==> config.mk <==
export PLATFORM = sky130hd
export DESIGN_NAME = bcd_operand_entry
export DESIGN_NICKNAME = d
export VERILOG_FILES = /design/src/rtl/bcd_operand_entry.sv
export SDC_FILE = /design/constraint.sdc
export NUM_CORES = 1
export LEC_CHECK = 0
export BUFFER_PORTS_ARGS = -buffer_cell sky130_fd_sc_hd__buf_2
export CAP_MARGIN = 10
export CORE_MARGIN = 2
export CORE_UTILIZATION = 61
export DETAILED_ROUTE_END_ITERATION = 8
export GPL_TIMING_DRIVEN = 0
export PLACE_DENSITY = 0.85
export SYNTH_ARGS = -nofsm -noshare
export SYNTH_HDL_FRONTEND = slang
export SYNTH_SLANG_ARGS = --single-unit
==> constraint.sdc <==
create_clock -name clk -period 2.2 [get_ports clk]
set_input_delay 0.44 -clock clk [delete_from_list [all_inputs] [get_ports clk]]
set_output_delay 0.44 -clock clk [all_outputs]
set_load 0.03 [all_outputs]
==> src/rtl/bcd_operand_entry.sv <==
// bcd_operand_entry: debounced five-button entry of a signed two-digit BCD operand with valid/ready commit.
// Optional AUTO_REPEAT_EN macro adds auto-repeat on held up/down buttons.
module bcd_operand_entry #(
  parameter int DEBOUNCE_CYCLES = 1000000,
  parameter int REPEAT_DELAY    = 50000000,
  parameter int REPEAT_PERIOD   = 20000000
) (
  input  logic       clk,
  input  logic       rst_n,
  input  logic       btn_up,
  input  logic       btn_down,
  input  logic       btn_sel,
  input  logic       btn_sign,
  input  logic       btn_enter,
  output logic [3:0] user_msd,
  output logic [3:0] user_lsd,
  output logic       input_sign,
  output logic       active_digit,
  output logic       entry_valid,
  input  logic       entry_ready,
  output logic [3:0] operand_msd,
  output logic [3:0] operand_lsd,
  output logic       operand_sign
);
  localparam int DW = $clog2(DEBOUNCE_CYCLES + 1);
  typedef enum logic {S_EDIT, S_WAIT} state_t;
  if (REPEAT_PERIOD < 1 || REPEAT_PERIOD > REPEAT_DELAY) begin : g_bad_cfg
    $error("REPEAT_PERIOD must lie in 1..REPEAT_DELAY");
  end
  logic [4:0] raw, prs, ev;
  assign raw = {btn_enter, btn_sign, btn_sel, btn_down, btn_up};
  for (genvar b = 0; b < 5; b++) begin : g_db
    logic s1_q, s2_q, lvl_q, lvl_d, prv_q;
    logic [DW-1:0] cnt_q, cnt_d;
    always_comb begin
      lvl_d = (s2_q != lvl_q && cnt_q == DW'(DEBOUNCE_CYCLES - 1)) ? s2_q : lvl_q;
      cnt_d = (s2_q == lvl_q || cnt_q == DW'(DEBOUNCE_CYCLES - 1)) ? '0 : cnt_q + 1'b1;
    end
    always_ff @(posedge clk or negedge rst_n) begin
      if (!rst_n) begin
        s1_q  <= 1'b0;
        s2_q  <= 1'b0;
        lvl_q <= 1'b0;
        prv_q <= 1'b0;
        cnt_q <= '0;
      end else begin
        s1_q  <= raw[b];
        s2_q  <= s1_q;
        lvl_q <= lvl_d;
        prv_q <= lvl_q;
        cnt_q <= cnt_d;
      end
    end
    assign prs[b] = lvl_q & ~prv_q;
  end
`ifdef AUTO_REPEAT_EN
  localparam int RW = $clog2(REPEAT_DELAY + 1);
  logic [1:0] lvl;
  logic [RW-1:0] ru_q, ru_d, rd_q, rd_d;
  logic fire_u, fire_d;
  assign lvl = {g_db[1].lvl_q, g_db[0].lvl_q};
  // Counters reload to DELAY-PERIOD+1 after each fire so later repeats come every PERIOD cycles.
  always_comb begin
    fire_u = lvl[0] && ru_q == RW'(REPEAT_DELAY);
    fire_d = lvl[1] && rd_q == RW'(REPEAT_DELAY);
    ru_d   = !lvl[0] ? '0 : fire_u ? RW'(REPEAT_DELAY - REPEAT_PERIOD + 1) : ru_q + 1'b1;
    rd_d   = !lvl[1] ? '0 : fire_d ? RW'(REPEAT_DELAY - REPEAT_PERIOD + 1) : rd_q + 1'b1;
    ev     = prs | {3'b000, fire_d & ~lvl[0], fire_u};
  end
  always_ff @(posedge clk or negedge rst_n) begin
    if (!rst_n) begin
      ru_q <= '0;
      rd_q <= '0;
    end else begin
      ru_q <= ru_d;
      rd_q <= rd_d;
    end
  end
`else
  assign ev = prs;
`endif
  state_t state_q, state_d;
  logic [3:0] msd_q, msd_d, lsd_q, lsd_d, om_q, om_d, ol_q, ol_d, cur, nxt;
  logic sign_q, sign_d, act_q, act_d, valid_q, valid_d, os_q, os_d;
  always_comb begin
    state_d = state_q;
    msd_d   = msd_q;
    lsd_d   = lsd_q;
    sign_d  = sign_q;
    act_d   = act_q;
    valid_d = valid_q;
    om_d    = om_q;
    ol_d    = ol_q;
    os_d    = os_q;
    cur     = act_q ? msd_q : lsd_q;
    nxt     = ev[0] ? ((cur == 4'd9) ? 4'd0 : cur + 4'd1) : ((cur == 4'd0) ? 4'd9 : cur - 4'd1);
    if (state_q == S_EDIT) begin
      if (ev[4]) begin
        om_d    = msd_q;
        ol_d    = lsd_q;
        os_d    = sign_q & |{msd_q, lsd_q};
        valid_d = 1'b1;
        state_d = S_WAIT;
      end else if (ev[3]) sign_d = ~sign_q;
      else if (ev[2]) act_d = ~act_q;
      else if (ev[0] || ev[1]) begin
        msd_d = act_q ? nxt : msd_q;
        lsd_d = act_q ? lsd_q : nxt;
      end
    end else if (valid_q && entry_ready) begin
      valid_d = 1'b0;
      msd_d   = 4'd0;
      lsd_d   = 4'd0;
      sign_d  = 1'b0;
      act_d   = 1'b0;
      state_d = S_EDIT;
    end
  end
  always_ff @(posedge clk or negedge rst_n) begin
    if (!rst_n) begin
      state_q <= S_EDIT;
      msd_q   <= '0;
      lsd_q   <= '0;
      sign_q  <= 1'b0;
      act_q   <= 1'b0;
      valid_q <= 1'b0;
      om_q    <= '0;
      ol_q    <= '0;
      os_q    <= 1'b0;
    end else begin
      state_q <= state_d;
      msd_q   <= msd_d;
      lsd_q   <= lsd_d;
      sign_q  <= sign_d;
      act_q   <= act_d;
      valid_q <= valid_d;
      om_q    <= om_d;
      ol_q    <= ol_d;
      os_q    <= os_d;
    end
  end
  assign user_msd     = msd_q;
  assign user_lsd     = lsd_q;
  assign input_sign   = sign_q;
  assign active_digit = act_q;
  assign entry_valid  = valid_q;
  assign operand_msd  = om_q;
  assign operand_lsd  = ol_q;
  assign operand_sign = os_q;
endmodule

# [Word-level counts from Yosys, hierarchy flattened]
# Cells that the tools add are included.
[word_totals] register_bits=141 latchBits=0 ram_bits=0 mem_bits_ro=0 input_bits=8 out_inout_bits=20 word_cells=136 mem_count=0
[classes] n_addsub=7 multipliers=0 div=0 n_lt_le_gt_ge=0 n_eq_ne=21 shift=0 mux=35 bitwise=14 reduce_logical=25
[op_table] operator="20-bit by 1-bit adder with 20-bit output (second input constant)" n=5
[op_table] operator="20-bit == test (second input constant)" n=5
[op_table] operator="20-bit two-way mux" n=5
[op_table] operator="4-bit two-way mux" n=17
[op_table] operator="1-bit two-way mux" n=13
[op_table] operator="6-bit AND reduction" n=2
[op_table] operator="2-bit nonzero test" n=5
[op_table] operator="2-bit by 1-bit inequality test with 1-bit output (second input constant)" n=4
[op_table] operator="1-bit NOT" n=8
[op_table] operator="8-bit OR reduction" n=1
[op_table] operator="1-bit bitwise AND" n=6
[op_table] operator="1-bit logical AND" n=6
[op_table] operator="1-bit logical OR" n=6
[op_table] operator="1-bit == test" n=5
[op_table] operator="1-bit inequality test" n=5
[op_table] operator="4-bit by 1-bit adder with 4-bit output (second input constant)" n=1
[op_table] operator="4-bit == test (second input constant)" n=1
[op_table] operator="4-bit zero test" n=1
[op_table] operator="2-bit AND reduction" n=2
[op_table] operator="4-bit AND reduction" n=1
[op_table] operator="4-bit by 1-bit subtractor with 4-bit output (second input constant)" n=1
[op_table] operator="3-bit AND reduction" n=1
[op_table] operator="2-bit inequality test (second input constant)" n=1

# [Depth between registers and ports, before layout]
# Gate-level depths: netlist of the first run.
[logic_depth] depth_word=10 ltp_mapped=8 ltp_nobuf=6

# [Least setup slack after synthesis of the first run]
# No wires, ideal clock.
[synth_path] kind="flip-flop to flip-flop" startpoint="register act_q, in the netlist active_digit" endpoint="register lsd_q[2], in the netlist user_lsd[2]" setup_time_ns=0.121 t_arrival_ns=1.741 t_required_ns=2.079 setup_slack_ns=0.338 path_stages_with_launch=7 path_buffers=1 period_less_slack_ns=1.862 cell_sequence="dfrtp_1 > buf_6 > mux2i_2 > nor2_1 > a221oi_1 > a21oi_1 > a22o_1"
[synth_between] elab_chain_cells=10 elab_cells_between_ends=16 cone_classes="add/sub (2); eq/ne (2); mux (10); reduce/logical (2)"
[synth_lines] item="start, declared" line_no="84" source="logic sign_q, sign_d, act_q, act_d, valid_q, valid_d, os_q, os_d;"
[synth_lines] item="start signal, assigned" line_no="135" source="act_q <= act_d;"
[synth_lines] item="4-bit two-way mux" line_no="95" source="cur = act_q ? msd_q : lsd_q;"
[synth_lines] item="4-bit by 1-bit subtractor with 4-bit output (tied with other cells)" line_no="96" source="nxt = ev[0] ? ((cur == 4'd9) ? 4'd0 : cur + 4'd1) : ((cur == 4'd0) ? 4'd9 : cur - 4'd1);"
[synth_lines] item="4-bit two-way mux (2 in a row)" line_no="96"
[synth_lines] item="4-bit two-way mux" line_no="108" source="lsd_d = act_q ? lsd_q : nxt;"
[synth_lines] item="4-bit two-way mux" line_no="106" source="else if (ev[0] || ev[1]) begin"
[synth_lines] item="4-bit two-way mux" line_no="105" source="else if (ev[2]) act_d = ~act_q;"
[synth_lines] item="4-bit two-way mux" line_no="104" source="end else if (ev[3]) sign_d = ~sign_q;"
[synth_lines] item="4-bit two-way mux" line_no="98" source="if (ev[4]) begin"
[synth_lines] item="4-bit two-way mux" line_no="97" source="if (state_q == S_EDIT) begin"
[synth_lines] item="end signal, assigned" line_no="133" source="lsd_q <= lsd_d;"
[synth_lines] item="end, declared" line_no="83" source="logic [3:0] msd_q, msd_d, lsd_q, lsd_d, om_q, om_d, ol_q, ol_d, cur, nxt;"
# Several ways; a longest one is shown, not always the timed one. The select of a mux whose other input is x is not followed.
# A chain may end at the register's enable or synchronous reset.

# [Final worst setup path of the first run]
[layout_path] startpoint="register g_db[3].cnt_q[0]" endpoint="register g_db[3].cnt_q[17]"
[layout_between] elab_chain_cells=3 elab_cells_between_ends=4 cone_classes="add/sub (1); eq/ne (1); mux (1); reduce/logical (1)"
[layout_lines] item="start, declared" line_no="34" source="logic [DW-1:0] cnt_q, cnt_d;"
[layout_lines] item="start signal, assigned" line_no="51" source="cnt_q <= cnt_d;"
[layout_lines] item="parallel branches: the longest is 2 deep, another holds 20-bit by 1-bit adder with 20-bit output"
[layout_lines] item="20-bit two-way mux *" line_no="37" source="cnt_d = (s2_q == lvl_q || cnt_q == DW'(DEBOUNCE_CYCLES - 1)) ? '0 : cnt_q + 1'b1;"
[layout_lines] item="named net g_db[3].cnt_d[17]" line_no="34"
# Mark *: on every way through the listed nets, which the timed path passes.

==> flow_metrics.tcl, run 1 <==
set metrics [dict create \
    routed_via_density 5.80 \
    p_total_mw 5.83 \
    relSlewSlack 0.453 \
    maxCapViolCount 0 \
    antenna_found_initial 0 \
    num-fill-cells 693 \
    endpoint_kind "register" \
    p_sw_mw 1.24 \
    vias 4803 \
    layout_commonest_cell "dfrtp_1" \
    crit_family "simple AND/OR/NAND/NOR gates" \
    grt_pass1_vias 4938 \
    die_w_um 107 \
    grt_overflow_total 0 \
    yosysWarnings 0 \
    status "completed" \
    ir_drop_uv 634 \
    critPathKind "register to register" \
    p_leak_nw 3.41 \
    synth_cells 628 \
    die_y_um 107 \
    htreeDepth 4 \
    dp_hpwl_um 8940 \
    syn2layout_area_growth_pct 15.5 \
    critical_path_required_ns 2.60 \
    synthArstFlopShare 1.00 \
    place_congestion 0.834 \
    fin_skew_ns 0.00805 \
    grt_max_degree 98 \
    syn_area_per_cell_um2 10.4 \
    setup_viol 0 \
    switching_share 0.213 \
    cp_data_arrival_time_ns 2.44 \
    synth_seq_cells 141 \
    crit_path_max_fanout 10 \
    fin_crit_ns 2.04 \
    placed_area_um2 6860 \
    die_area_um2 11500 \
    pwr-share-seq 0.456 \
    stdcell_count 828 \
    clk_pin_slew_ns 0.06 \
    num_antenna_cells 0 \
    worstSkewPairLatency_ns 0.53 \
    rsz0062_at_grt "false" \
    clockPowerShare 0.517 \
    finalNetCount 692 \
    worstMarginPinSlew_ns 0.814 \
    ys_types 44 \
    synth_edf_count 0 \
    slowest_delay_ns 0.44 \
    layout_common_cells "dfrtp_1 (141), nor2_1 (123), xor2_1 (51)" \
    dp.cells 792 \
    numCtsBuffers 17 \
    final-hold-violation-count 0 \
    synthesis.area_um2 6520 \
    path_cells "ha_1 -> and3_1 -> nand3_1 -> nor4_1 -> nand2b_1 -> buf_2 -> nor2_1" \
    cts.path.max_buffers 2 \
    ys.flop_type "dfrtp_1" \
    post-cts-setup-buffers 0 \
    cp-startpoint "g_db[3].cnt_q[0]$_DFF_PN0_" \
    initial_core_util 0.629 \
    clockRootBuffer "clkbuf_8" \
    core_um2 10400 \
    num_rows 37 \
    drtAntennaViolNets 0 \
    hold_path.class "input pin to register" \
    grtUsageTotal 0.259 \
    reg2reg_from "g_db[3].cnt_q[0]$_DFF_PN0_" \
    critPathSlowestCell "nor4_1" \
    cp_num_buf_inv 1 \
    drtPass1Iterations 4 \
    hp-start "btn_down" \
    synth_fp_nets 641 \
    cts_tree "built" \
    cts_sinks 141 \
    period_share 0.925 \
    p_comb_frac 0.027 \
    final_max_slew_viol_count 0 \
    wl_per_cell_um 16.3 \
    grt_pass1_wl_um 23000 \
    fmax_mhz 491 \
    portBuffers 27 \
    power.density_nw_per_um2 774 \
    drc_errors 0 \
    postRouteWirelength_um 13500 \
    start_kind "register" \
    finalInstanceArea_um2 7530 \
    seq_area_frac_synth 0.541 \
    p_int_mw 4.58 \
    drt_iter0_drc 382 \
    pin_count 28 \
    drive_gt1_frac 0.139 \
]
worst paths after layout:
check | slack, ns | cells past startpoint | endpoint
max | 0.16 | 7 | g_db[3].cnt_q[17]$_DFF_PN0_
min in group asynchronous | 0.40 | 2 | user_lsd[0]$_DFFE_PN0P_
max reg2reg | 0.16 | 7 | g_db[3].cnt_q[17]$_DFF_PN0_
min | 0.02 | 1 | g_db[1].s1_q$_DFF_PN0_
max in group asynchronous | 1.03 | 3 | g_db[2].cnt_q[12]$_DFF_PN0_
min reg2reg | 0.35 | 0 | g_db[4].s2_q$_DFF_PN0_
registers in the layout (all words and copies together) (netlist names):
name	cells
g_db.prv_q	5
user_msd	4
state_q	1
operand_sign	1
user_lsd	4
g_db.s2_q	5
g_db.lvl_q	5
operand_msd	4
g_db.s1_q	5
g_db.cnt_q	100
operand_lsd	4
input_sign	1
entry_valid	1
active_digit	1
timing repair:
action | CTS | global route
hold buffers | 4 | 0
resized for setup | 0 | 0
hold endpoints to repair | 47 | 0
layer usage:
layer | share of wire | track usage | vias to the layer above
li1 | - | - | 2241
met1 | 0.40 | 0.309 | 2393
met2 | 0.52 | 0.444 | 127
met3 | 0.052 | 0.0593 | 42
met4 | 0.029 | 0.125 | 0
met5 | 0 | 0 | -
synth_stat cells (2+ instances only):
master    count  area share
mux2_2       14       0.024
ha_1          5      0.0096
dfrtp_1     141        0.54
nand3_1      46       0.035
nand2_1      34       0.020
nor4_2        3      0.0058
nor2_1      123       0.071
xor2_1       51       0.068
mux2i_2       2      0.0042
xnor2_1      46       0.062
and4_1        6      0.0081
mux2i_1       3      0.0046
o22ai_1       2      0.0019
buf_2         7      0.0054
buf_6         2      0.0035
nor2b_1       9      0.0086
inv_1        16      0.0092
nor4b_1       6      0.0081
a32o_1        2      0.0031
nand4b_1      2      0.0027
o21ai_0       3      0.0023
nand2b_1      6      0.0058
or2_2         4      0.0038
nor4_1        9      0.0086
nand4_1      19       0.018
buf_4         2      0.0023
nor3_1       16       0.012
and3_1       21       0.020
a21oi_1       5      0.0038
clkbuf_1      4      0.0023
a22o_1        6      0.0081
cells by family (layout without fill, tap and decap cells):
kind of cell	Yosys count	in the layout	share of synthesized area
mux	19	19	0.0330
compound gates	26	26	0.0292
flops	141	141	0.541
simple gates	308	308	0.232
buf+inv	32	96	0.0249
fa+ha+maj	5	5	0.00959
xor+xnor	97	97	0.130
power by group through the flow:
| stage | Combinational (mW) | Clock [mW] | Sequential [mW] |
|---|---|---|---|
| final | 0.158 | 3.01 | 2.66 |
| after global routing | 0.183 | 3.17 | 2.66 |
| after CTS | 0.163 | 3.04 | 2.66 |
| after detailed placement | 0.154 | 0 | 2.70 |
| after global placement | 0.142 | 0 | 2.70 |
| after floorplan | 0.0733 | 0 | 2.70 |
through the flow:
| step | hold slack [ns] | utilization | setup TNS [ns] | setup slack (ns) |
|---|---|---|---|---|
| after detailed placement | 0.336 | 0.662 | 0 | 0.220 |
| after global placement | 0.333 | 0.658 | -155.67 | -1.12 |
| after CTS | 0.0116 | 0.726 | 0 | 0.127 |
| final | 0.0238 | 0.726 | 0 | 0.165 |
| after global routing | 0.0115 | 0.726 | 0 | 0.00960 |
| after floorplan | 0.144 | - | 0 | 0.338 |
layout make-up:
class                   instances  area (um2)  share of cell area
plain buffers                  16         103              0.0136
multi-input cells             455        2830               0.376
clock buffers                  19         442              0.0587
clock inverters                13         188              0.0249
repair buffers                 32         209              0.0278
inverters                      16        60.1             0.00798
well taps                     136         170              0.0226
flip-flops and latches        141        3530               0.469
(Power assumes the default switching activity.)
==> inputs of run 2 (changes only) <==
Settings changed: SETUP_SLACK_MARGIN from default to 0.4, SLEW_MARGIN from default to 40.
==> run 2 against run 1 <==
- clock power is 7.6% higher
- critical endpoint is now g_db[1].cnt_q[11]$_DFF_PN0_
- cell area is 8.6% higher
- via count grew 9.2%
- register-to-register slack improved by 0.11 ns
- total power rose by 4.8%
- hold slack better by 0.11 ns
- sequential share of layout area shrank 3.5 points
- non-clock buffer count grew 26
==> flow_metrics.tcl, run 2 (same netlist as run 1, synthesis figures left out) <==
set metrics [dict create \
    antenna_found_initial 0 \
    fin_skew_ns 0.00719 \
    crit_path_max_fanout 7 \
    portBuffers 27 \
    grt_pass1_vias 5179 \
    num_rows 37 \
    grt_overflow_total 0 \
    maxCapViolCount 0 \
    layout_common_cells "dfrtp_1 (130), nor2_1 (115), xor2_1 (51)" \
    place_congestion 0.880 \
    path_cells "or4_4 -> nor4_4 -> or2_1 -> buf_6 -> clkbuf_16 -> nor2_1" \
    drtAntennaViolNets 0 \
    dp_hpwl_um 8850 \
    period_share 0.877 \
    grt_max_degree 56 \
    drc_errors 0 \
    placed_area_um2 6890 \
    grt_pass1_wl_um 25000 \
    p_total_mw 6.11 \
    pin_count 28 \
    drtPass1Iterations 7 \
    power.density_nw_per_um2 747 \
    critPathSlowestCell "or4_4" \
    rsz0062_at_grt "true" \
    crit_family "simple AND/OR/NAND/NOR gates" \
    drive_gt1_frac 0.244 \
    vias 5246 \
    die_w_um 107 \
    critical_path_required_ns 2.64 \
    utilization 0.788 \
    clockRootBuffer "clkbuf_8" \
    num-fill-cells 528 \
    num_antenna_cells 0 \
    die_y_um 107 \
    endpoint_kind "register" \
    relSlewSlack 0.599 \
    wl_per_cell_um 20.2 \
    cts.path.max_buffers 2 \
    postRouteWirelength_um 17200 \
    start_kind "register" \
    worstMarginPinSlew_ns 0.596 \
    largest_register_ffs 100 \
    cts_tree "built" \
    finalNetCount 718 \
    post-place-ws_ns 0.199 \
    initial_core_util 0.629 \
    fin_crit_ns 1.93 \
    routed_via_density 6.15 \
    slowest_delay_ns 0.58 \
    final-hold-violation-count 0 \
    cts_sinks 141 \
    cp_num_buf_inv 2 \
    status "completed" \
    syn2layout_area_growth_pct 25.4 \
    numCtsBuffers 17 \
    finalInstanceArea_um2 8180 \
    drt_iter0_drc 463 \
    htreeDepth 4 \
    hold_path.class "input pin to register" \
    setup_viol 0 \
    grtUsageTotal 0.281 \
    final_max_slew_viol_count 0 \
    clk_pin_slew_ns 0.07 \
    cp_data_arrival_time_ns 2.37 \
    rrSetupSlack_ns 0.27 \
    ir_drop_uv 1060 \
    layout_commonest_cell "dfrtp_1" \
    p_leak_nw 3.66 \
    fmax_mhz 518 \
    core_um2 10400 \
    die_area_um2 11500 \
    critPathKind "register to register" \
    fin_ws_ns 0.271 \
    regMostFlops "g_db.cnt_q" \
    worstSkewPairLatency_ns 0.55 \
    hold_ws_ns 0.130 \
]
==> run 2: per-layer routing <==
layer,GRT usage,part of all wire
met5,0,0
met1,0.351,0.39
met2,0.459,0.51
met4,0.141,0.039
met3,0.0696,0.061
==> run 2: final timing paths <==
path / from / to / depth (start not counted)
hold / removal: entry_ready / entry_valid$_DFFE_PN0P_ / 2
min in group asynchronous: rst_n / g_db[0].cnt_q[8]$_DFF_PN0_ / 2
setup / recovery: g_db[1].cnt_q[10]$_DFF_PN0_ / g_db[1].cnt_q[11]$_DFF_PN0_ / 6
setup reg to reg: g_db[1].cnt_q[10]$_DFF_PN0_ / g_db[1].cnt_q[11]$_DFF_PN0_ / 6
max in group asynchronous: rst_n / g_db[3].cnt_q[13]$_DFF_PN0_ / 3
hold reg to reg: g_db[1].s1_q$_DFF_PN0_ / g_db[1].s2_q$_DFF_PN0_ / 0
==> run 2: per-stage QoR <==
stage               setup TNS [ns]  std cells
floorplan                        0        628
global placement           -157.24        791
detailed placement               0        793
CTS                              0        839
global route                     0        853
finish                           0        853
==> run 2: power breakdown <==
part / switching, mW / internal [mW] / total [mW]
clock network: 1.11 / 2.13 / 3.24
registers: 0.0355 / 2.63 / 2.66
logic: 0.123 / 0.0806 / 0.203
==> run 2: final cells by class <==
cell class,count,area [um2],share of cell area
Buffer,16,135,0.0165
Clock buffer,21,449,0.0549
Clock inverter,10,211,0.0259
Inverter,16,60.1,0.00735
Multi-Input combinational cell,455,3160,0.387
Sequential cell,141,3540,0.433
Tap cell,136,170,0.0208
Timing Repair Buffer,58,447,0.0546
==> run 2: timing repair <==
action	4_1_cts	5_1_grt
endpoints found under the setup margin	70	91
hold endpoints to repair	47	1
gates resized for setup	26	64
gates cloned	0	1
pin swaps	3	12
setup buffers	10	12
hold buffers	5	1
